[config.mk]
export PLATFORM = sky130hd
export DESIGN_NAME = qtr_scan_sched
export DESIGN_NICKNAME = d
export VERILOG_FILES = /design/src/rtl/qtr_scan_sched.sv
export SDC_FILE = /design/constraint.sdc
export NUM_CORES = 1
export LEC_CHECK = 0
export CAP_MARGIN = 20
export CORE_ASPECT_RATIO = 1.4
export CORE_MARGIN = 10
export CORE_UTILIZATION = 27
export CTS_CLUSTER_SIZE = 25
export DETAILED_ROUTE_END_ITERATION = 16
export PLACE_DENSITY_LB_ADDON = 0.3
export SYNTH_ARGS = -nofsm -noshare
export SYNTH_HDL_FRONTEND = slang
export SYNTH_SLANG_ARGS = --single-unit
[constraint.sdc]
create_clock -name hba_clk -period 3.2 [get_ports hba_clk]
set_input_delay 0.64 -clock hba_clk [delete_from_list [all_inputs] [get_ports hba_clk]]
set_output_delay 0.64 -clock hba_clk [all_outputs]
set_load 0.05 [all_outputs]
[src/rtl/qtr_scan_sched.sv]
// qtr_scan_sched: sequences enabled QTR channels one at a time on each scan
// period, latches per-channel results/timeouts and raises end-of-scan
// scan_done / intr / estop pulses.
module qtr_scan_sched #(
  parameter int unsigned NUM_CH         = 4,
  parameter int unsigned DBUS_WIDTH     = 8,
  parameter int unsigned CLK_FREQUENCY  = 60_000_000,
  parameter int unsigned TICK_CYCLES    = CLK_FREQUENCY / 20,
  parameter int unsigned TIMEOUT_CYCLES = CLK_FREQUENCY / 250
) (
  input  logic                         hba_clk,
  input  logic                         hba_reset_n,
  input  logic [NUM_CH-1:0]            cfg_en_mask,
  input  logic [7:0]                   cfg_period,
  input  logic [DBUS_WIDTH-1:0]        cfg_thresh,
  input  logic                         cfg_intr_en,
  input  logic                         cfg_intr_type,
  input  logic                         cfg_estop_en,
  output logic [NUM_CH-1:0]            ch_start,
  input  logic [NUM_CH-1:0]            ch_valid,
  input  logic [NUM_CH*DBUS_WIDTH-1:0] ch_value,
  output logic [NUM_CH*DBUS_WIDTH-1:0] res_value,
  output logic                         res_wr,
  output logic [NUM_CH-1:0]            res_over,
  output logic [NUM_CH-1:0]            res_timeout,
  output logic                         busy,
  output logic                         scan_done,
  output logic                         intr,
  output logic                         estop,
  output logic                         sync_overrun
);

  localparam int unsigned SEL_W  = (NUM_CH > 1) ? $clog2(NUM_CH) : 1;
  localparam int unsigned TICK_W = (TICK_CYCLES > 1) ? $clog2(TICK_CYCLES) : 1;
  localparam int unsigned TO_W   = (TIMEOUT_CYCLES > 1) ? $clog2(TIMEOUT_CYCLES) : 1;
  localparam logic [TICK_W-1:0] TICK_LAST = TICK_W'(TICK_CYCLES - 1);
  localparam logic [TO_W-1:0]   TO_LAST   = TO_W'(TIMEOUT_CYCLES - 1);

  typedef enum logic [2:0] {
    S_IDLE,
    S_START,
    S_WAIT,
    S_NEXT,
    S_DONE
  } state_t;

  state_t                         state_q, state_d;
  logic [TICK_W-1:0]              tick_q, tick_d;
  logic [7:0]                     per_q, per_d;
  logic [TO_W-1:0]                to_q, to_d;
  logic [SEL_W-1:0]               sel_q, sel_d;
  logic [NUM_CH-1:0]              scan_mask_q, scan_mask_d;
  logic [NUM_CH-1:0]              prev_over_q, prev_over_d;
  logic [NUM_CH-1:0]              ch_start_q, ch_start_d;
  logic [NUM_CH*DBUS_WIDTH-1:0]   res_value_q, res_value_d;
  logic [NUM_CH-1:0]              res_over_q, res_over_d;
  logic [NUM_CH-1:0]              res_timeout_q, res_timeout_d;
  logic                           res_wr_q, res_wr_d;
  logic                           busy_q, busy_d;
  logic                           scan_done_q, scan_done_d;
  logic                           intr_q, intr_d;
  logic                           estop_q, estop_d;
  logic                           overrun_q, overrun_d;

  logic                           trigger;
  logic [SEL_W-1:0]               first_sel, next_sel;
  logic                           first_found, next_found;
  logic [NUM_CH-1:0]              sel_oh;
  logic                           cur_valid;
  logic [DBUS_WIDTH-1:0]          cur_value;
  logic                           store_en, store_over, store_to;
  logic [DBUS_WIDTH-1:0]          store_val;

  // Base tick and scan-period trigger generation
  always_comb begin
    tick_d  = tick_q + 1'b1;
    per_d   = per_q;
    trigger = 1'b0;
    if (tick_q == TICK_LAST) begin
      tick_d = '0;
      if (per_q == cfg_period) begin
        trigger = 1'b1;
        per_d   = '0;
      end else begin
        per_d = per_q + 1'b1;
      end
    end
  end

  // Channel selection: lowest enabled, next higher in scan, current channel mux
  always_comb begin
    first_sel   = '0;
    first_found = 1'b0;
    next_sel    = '0;
    next_found  = 1'b0;
    sel_oh      = '0;
    cur_valid   = 1'b0;
    cur_value   = '0;
    for (int unsigned i = 0; i < NUM_CH; i++) begin
      if (!first_found && cfg_en_mask[i]) begin
        first_sel   = SEL_W'(i);
        first_found = 1'b1;
      end
      if (!next_found && scan_mask_q[i] && (SEL_W'(i) > sel_q)) begin
        next_sel   = SEL_W'(i);
        next_found = 1'b1;
      end
      if (SEL_W'(i) == sel_q) begin
        sel_oh[i] = 1'b1;
        cur_valid = ch_valid[i];
        cur_value = ch_value[i*DBUS_WIDTH +: DBUS_WIDTH];
      end
    end
  end

  // Scan FSM next-state, result update and output pulses
  always_comb begin
    state_d       = state_q;
    sel_d         = sel_q;
    scan_mask_d   = scan_mask_q;
    to_d          = to_q;
    busy_d        = busy_q;
    prev_over_d   = prev_over_q;
    res_value_d   = res_value_q;
    res_over_d    = res_over_q;
    res_timeout_d = res_timeout_q;
    ch_start_d    = '0;
    res_wr_d      = 1'b0;
    scan_done_d   = 1'b0;
    intr_d        = 1'b0;
    estop_d       = 1'b0;
    overrun_d     = trigger && (state_q != S_IDLE);
    store_en      = 1'b0;
    store_val     = '0;
    store_over    = 1'b0;
    store_to      = 1'b0;

    case (state_q)
      S_IDLE: begin
        if (trigger && (|cfg_en_mask)) begin
          scan_mask_d = cfg_en_mask;
          sel_d       = first_sel;
          busy_d      = 1'b1;
          state_d     = S_START;
        end
      end
      S_START: begin
        ch_start_d = sel_oh;
        to_d       = '0;
        state_d    = S_WAIT;
      end
      S_WAIT: begin
        // valid is tested first so a reply coinciding with the timeout wins
        if (cur_valid) begin
          store_en   = 1'b1;
          store_val  = cur_value;
          store_over = (cur_value >= cfg_thresh);
          store_to   = 1'b0;
          res_wr_d   = 1'b1;
          state_d    = S_NEXT;
        end else if (to_q == TO_LAST) begin
          store_en   = 1'b1;
          store_val  = '1;
          store_over = 1'b1;
          store_to   = 1'b1;
          res_wr_d   = 1'b1;
          state_d    = S_NEXT;
        end else begin
          to_d = to_q + 1'b1;
        end
      end
      S_NEXT: begin
        if (next_found) begin
          sel_d   = next_sel;
          state_d = S_START;
        end else begin
          state_d = S_DONE;
        end
      end
      S_DONE: begin
        scan_done_d = 1'b1;
        busy_d      = 1'b0;
        intr_d      = cfg_intr_en & (cfg_intr_type ? (res_over_q != prev_over_q) : 1'b1);
        estop_d     = cfg_estop_en & (|(res_over_q & scan_mask_q));
        prev_over_d = res_over_q;
        state_d     = S_IDLE;
      end
      default: state_d = S_IDLE;
    endcase

    if (store_en) begin
      for (int unsigned i = 0; i < NUM_CH; i++) begin
        if (sel_oh[i]) begin
          res_value_d[i*DBUS_WIDTH +: DBUS_WIDTH] = store_val;
          res_over_d[i]    = store_over;
          res_timeout_d[i] = store_to;
        end
      end
    end
  end

  // State and output registers
  always_ff @(posedge hba_clk or negedge hba_reset_n) begin
    if (!hba_reset_n) begin
      state_q       <= S_IDLE;
      tick_q        <= '0;
      per_q         <= '0;
      to_q          <= '0;
      sel_q         <= '0;
      scan_mask_q   <= '0;
      prev_over_q   <= '0;
      ch_start_q    <= '0;
      res_value_q   <= '0;
      res_over_q    <= '0;
      res_timeout_q <= '0;
      res_wr_q      <= 1'b0;
      busy_q        <= 1'b0;
      scan_done_q   <= 1'b0;
      intr_q        <= 1'b0;
      estop_q       <= 1'b0;
      overrun_q     <= 1'b0;
    end else begin
      state_q       <= state_d;
      tick_q        <= tick_d;
      per_q         <= per_d;
      to_q          <= to_d;
      sel_q         <= sel_d;
      scan_mask_q   <= scan_mask_d;
      prev_over_q   <= prev_over_d;
      ch_start_q    <= ch_start_d;
      res_value_q   <= res_value_d;
      res_over_q    <= res_over_d;
      res_timeout_q <= res_timeout_d;
      res_wr_q      <= res_wr_d;
      busy_q        <= busy_d;
      scan_done_q   <= scan_done_d;
      intr_q        <= intr_d;
      estop_q       <= estop_d;
      overrun_q     <= overrun_d;
    end
  end

  assign ch_start     = ch_start_q;
  assign res_value    = res_value_q;
  assign res_wr       = res_wr_q;
  assign res_over     = res_over_q;
  assign res_timeout  = res_timeout_q;
  assign busy         = busy_q;
  assign scan_done    = scan_done_q;
  assign intr         = intr_q;
  assign estop        = estop_q;
  assign sync_overrun = overrun_q;

endmodule

# Yosys cells after proc, flatten, opt, wreduce, memory -nomap -nowiden
# Index checks and enable logic that the tools add are counted.
totals:
  in_bits: 61
  regBits: 111
  wordCells: 145
  output_inout_bits: 50
classes:
  muxes: 57
  bitwise_logic: 3
  eq_ne: 16
  reduce_logical: 35
  add_sub_neg: 3
  magnitude_cmp: 5
ops:
  columns: ["operator", "count"]
  rows:
  - ["2-to-1 mux 8 bit", 8]
  - ["2-to-1 mux 18 bit", 2]
  - ["one-hot mux 18 bit (2 select lines)", 1]
  - ["2-to-1 mux 1 bit", 31]
  - ["adder 22 x 1 -> 22 bit (second input constant)", 1]
  - ["== test 22 bit (second input constant)", 1]
  - ["2-to-1 mux 22 bit", 1]
  - ["adder 18 x 1 -> 18 bit (second input constant)", 1]
  - ["== test 18 bit (second input constant)", 1]
  - ["AND reduction 2 bit", 7]
  - ["logical AND 1 bit", 12]
  - ["2-to-1 mux 2 bit", 6]
  - ["2-to-1 mux 3 bit", 4]
  - ["one-hot mux 3 bit (4 select lines)", 1]
  - ["adder 8 x 1 -> 8 bit (second input constant)", 1]
  - ["== test 8 bit", 1]
  - ["greater-or-equal comparator 8 bit", 1]
  - ["!= test 2 bit (second input constant)", 4]
  - ["OR reduction 4 bit", 2]
  - ["== test 3 x 2 -> 1 bit (second input constant)", 2]
  - ["zero test 1 bit", 6]
  - ["AND reduction 3 bit", 2]
  - ["nonzero test 2 bit", 3]
  - ["bitwise AND 4 bit", 1]
  - ["15 further kinds", 19]

# Longest topological paths before layout
logic_depth:
  word_depth: 17
  depth_mapped: 10
  ltp_nobuf: 8

# Worst setup path before layout
# Ideal clock, no wire load.
synth_timing:
  path_kind: "register to register"
  startpoint: "register sel_q[0]"
  endpoint: "register res_over_q[1] (netlist: res_over[1])"
  setup_ns: 0.125
  t_required_ns: 3.075
  synth_period_minus_slack_ns: 2.736
  path_buffers: 2
  path_slack_ns: 0.464
  path_stages_with_launch: 11
  arrival_time_ns: 2.611
  cell_sequence: "dfrtp_1 buf_2 buf_2 mux4_2 inv_1 ha_1 nand2b_1 a21o_1 a21o_1 a211o_1 mux2_2"
synth_between:
  elab_chain_cells: 8
  word_cells_on_any_way: 19
  classes_between: "1 x order compare; 3 x eq/ne; 13 x mux; 2 x reduce/logical"
synth_rtl:
  columns: ["element", "line", "rtl"]
  rows:
  - ["start: declaration", "51", "logic [SEL_W-1:0] sel_q, sel_d;"]
  - ["start signal: assignment", "227", "sel_q <= sel_d;"]
  - ["zero test 2 bit", "108", "if (SEL_W'(i) == sel_q) begin"]
  - ["2-to-1 mux 8 bit / 2-to-1 mux 1 bit (equally long branches) (4 in series)", "108", null]
  - ["greater-or-equal comparator 8 bit / 2-to-1 mux 1 bit (equally long branches)", "157, 154", null]
  - ["2-to-1 mux 1 bit (on tied branches)", "154, 138", null]
  - ["2-to-1 mux 1 bit / AND reduction 2 bit (equally long branches)", null, null]
  - ["end signal: assignment", "232", "res_over_q <= res_over_d;"]
  - ["end: declaration", "56", "logic [NUM_CH-1:0] res_over_q, res_over_d;"]
# Parallel ways exist; a longest one is shown, timed or not.
# A chain may end at the register's enable or synchronous reset.

# Worst setup path in the final report
layout_timing:
  startpoint: "register sel_q[0]"
  endpoint: "register to_q[10]"
layout_between:
  elab_chain_cells: 7
  word_cells_on_any_way: 10
  classes_between: "4 x eq/ne; 4 x mux; 2 x reduce/logical"
layout_rtl:
  columns: ["element", "line", "rtl"]
  rows:
  - ["zero test 2 bit", "108", null]
  - ["2-to-1 mux 1 bit (3 in series)", "108", null]
  - ["2-to-1 mux 1 bit (*)", "108", null]
  - ["!= test 2 bit (no line) (*)", null, null]
  - ["AND reduction 3 bit (no line) (*)", null, null]
  - ["end signal: assignment", "226", "to_q <= to_d;"]
  - ["end: declaration", "50", "logic [TO_W-1:0] to_q, to_d;"]
# Mark *: on every way between the ends. The rest lies on a longest branch, timed or not.

==> results_dict.tcl <==
set metrics [dict create \
    die_y_um 192 \
    end_kind "register" \
    cts-root-buf "clkbuf_16" \
    r2r-start "sel_q[0]" \
    routed_wl_um 15100 \
    async_flop_share_pct 100 \
    hold_buffers 0 \
    dr_total_vias 4311 \
    relSlewSlack_pct 36.9 \
    cts_tree "done" \
    synthDominantCellAreaShare_pct 48.5 \
    syn-num-nets 589 \
    io_pins 111 \
    rsz0062_at_grt "false" \
    place_hpwl_um 11600 \
    hold_path.class "in -> async" \
    numCtsBuffers 9 \
    clk-insertion-delay-late_ns 0.35 \
    skew_ns 0.00800 \
    yosys_warnings 0 \
    syn2layout_area_growth_pct 29.9 \
    r2r_slack_ns 0.50 \
    first_iter_violations 297 \
    dieArea_um2 27500 \
    antenna_left 0 \
    dr.pass1.iters 4 \
    ys_types 56 \
    ys.flop_type "dfrtp_1" \
    peakVddDrop_v 0.000220 \
    clkSinkCount 111 \
    fin_tns_setup_ns 0 \
    n_antenna_cell 0 \
    met2_usage_pct 19.8 \
    start_util_pct 27.2 \
    synth_edf_count 0 \
    synth_top_area_cell "dfrtp_1" \
    post_cts_buffers 0 \
    synthTopCellsByCount "111 x dfrtp_1, 45 x mux2_2, 41 x nor2_1, 37 x nand2_1, 24 x nand3_1" \
    die_w_um 143 \
    synth_seq_area_share_pct 48.5 \
    worst_ep_required_time_ns 3.49 \
    num_rows 63 \
    crit_chain "buf_4, mux4_2, a211o_1, or4_1, nand2_1" \
    busiest_layer "met2" \
    detail_route.wl_per_cell_um 17.0 \
    fin_nets 699 \
    setup_viol_count_final 0 \
    path_clk_slew_ns 0.08 \
    io_buffers 110 \
    grt_pass1_vias 4639 \
    grt_overflow 0 \
    max_cap_viol_count 0 \
    grt_pass1_wl_um 24700 \
    gp_congestion 0.795 \
    slew_violations 0 \
    drive_above_1_share_pct 14.7 \
    cp_max_fo 23 \
    max_freq_ghz 0.370 \
    finalHoldWorstSlack_ns 0.364 \
    power.density_nw_per_um2 411 \
    tightest_slew_ns 0.944 \
    met3_usage_pct 2.52 \
    finalHoldViolCount 0 \
    syn_area_um2 5720 \
    reg2reg_depth 5 \
    p_leak_uw 0.00311 \
    synth_most_common_cell "dfrtp_1" \
    remaining_drc_errors 0 \
    cp-start-kind "register" \
    syn_inst 517 \
    layout_min_cycle_time_ns 2.70 \
    antenna_found_initial 0 \
    critPathArrivalTime_ns 2.99 \
    vias_per_cell 4.83 \
    post_cts_resized 0 \
    ys_seq_elements 111 \
    cts_max_level 3 \
    critPathKind "reg -> reg" \
    status "finished, final reports clean" \
    crit_slowest_cell "mux4_2" \
    grt_usage_pct 11.3 \
    slowest_delay_ns 0.60 \
    synthTopCellsByArea "dfrtp_1 49%, mux2_2 8.9%, mux4_2 3.5%" \
    clock_path_buffers 2 \
    r2r_end "to_q[10]" \
    grt_max_degree 65 \
    grt_use_met1_pct 13.0 \
    core-area_um2 21000 \
    avgSynthCellArea_um2 11.1 \
    period_share_pct 84.5 \
]
worst max-delay path: cells and delay by family, from the launching register on:
| kind | cells | cell delay [ns] |
|---|---|---|
| flops | 1 | 0.56 |
| simple gates | 2 | 0.64 |
| compound gates | 1 | 0.51 |
| mux | 1 | 0.60 |
| buf+inv | 1 | 0.31 |
flip-flops by register name, indices dropped and copies added (netlist names), 3 cells and up:
signal and count:
ch_start 4, per_q 8, prev_over_q 4, res_over 4, res_timeout 4, res_value 32
scan_mask_q 4, state_q 3, tick_q 22, to_q 18
cells in the final DEF, fill, tap and decap left out, drive strengths merged, types with 3 or more instances in the layout:
| cell | n |
|---|---|
| a21oi | 14 |
| a22o | 5 |
| and2 | 9 |
| and3 | 4 |
| and4 | 3 |
| buf | 8 |
| clkbuf | 9 |
| clkdlybuf4s50 | 109 |
| dfrtp | 111 |
| ha | 11 |
| inv | 24 |
| mux2 | 45 |
| mux4 | 9 |
| nand2 | 37 |
| nand2b | 15 |
| nand3 | 24 |
| nand4 | 13 |
| nor2 | 41 |
| nor2b | 4 |
| nor3 | 14 |
| nor4 | 9 |
| o211ai | 10 |
| o21ai | 13 |
| o22ai | 4 |
| o31ai | 6 |
| or2 | 3 |
| or3 | 3 |
| or4 | 11 |
| xnor2 | 12 |
| xor2 | 21 |
how the worst max path moves through the flow:
stage,startpoint,end,slack [ns],cells past startpoint
finish,sel_q[0],to_q[10],0.50,5
global route,sel_q[0],to_q[10],0.29,5
CTS,sel_q[0],to_q[6],0.45,5
detailed placement,ch_value[24],res_over[1],0.17,9
global placement,ch_value[24],res_over[2],0.22,9
floorplan,sel_q[0],res_over[1],0.46,10
kinds of logic (layout without fill, tap and decap cells):
logic type	count (synthesis)	after routing	share of synthesized area, %
mux	56	56	12.7
xor+xnor	33	33	5.05
buf+inv	40	155	3.08
fa+ha+maj	11	11	2.41
compound gates	67	67	7.87
simple gates	199	199	20.3
flops	111	111	48.5
through the flow:
stage          util (%)  total power, uW  std cells  instance area, um^2  worst slack (ns)
6_report           35.3             3060        892                 7430             0.497
5_1_grt            35.3             3200        892                 7430             0.291
2_1_floorplan         -             1700        517                 5720             0.464
3_5_place_dp       33.8             1920        876                 7120             0.172
3_3_place_gp       33.8             1910        876                 7120             0.217
4_1_cts            35.3             3110        892                 7430             0.449
layout make-up:
cell class	count	area, um^2
sequential	111	2780
multi-input combinational	366	2770
tap	260	325
clock inverter	7	90.1
clock buffer	9	225
inverter	22	82.6
timing repair buffer	117	1160
fill	2078	13600
per-layer routing:
metal	routed length [um]	part of all wire, %
met1	6070	40
met5	0	0
met2	8250	55
met4	214	1.4
met3	600	4.0
report_power, final:
part           total [uW]  leakage (uW)  switching (uW)  internal (uW)
combinational         407       0.00157             227            180
clock                1170      0.000147             549            624
sequential           1480       0.00139            34.1           1440
Power figures use the tool's default switching activity.
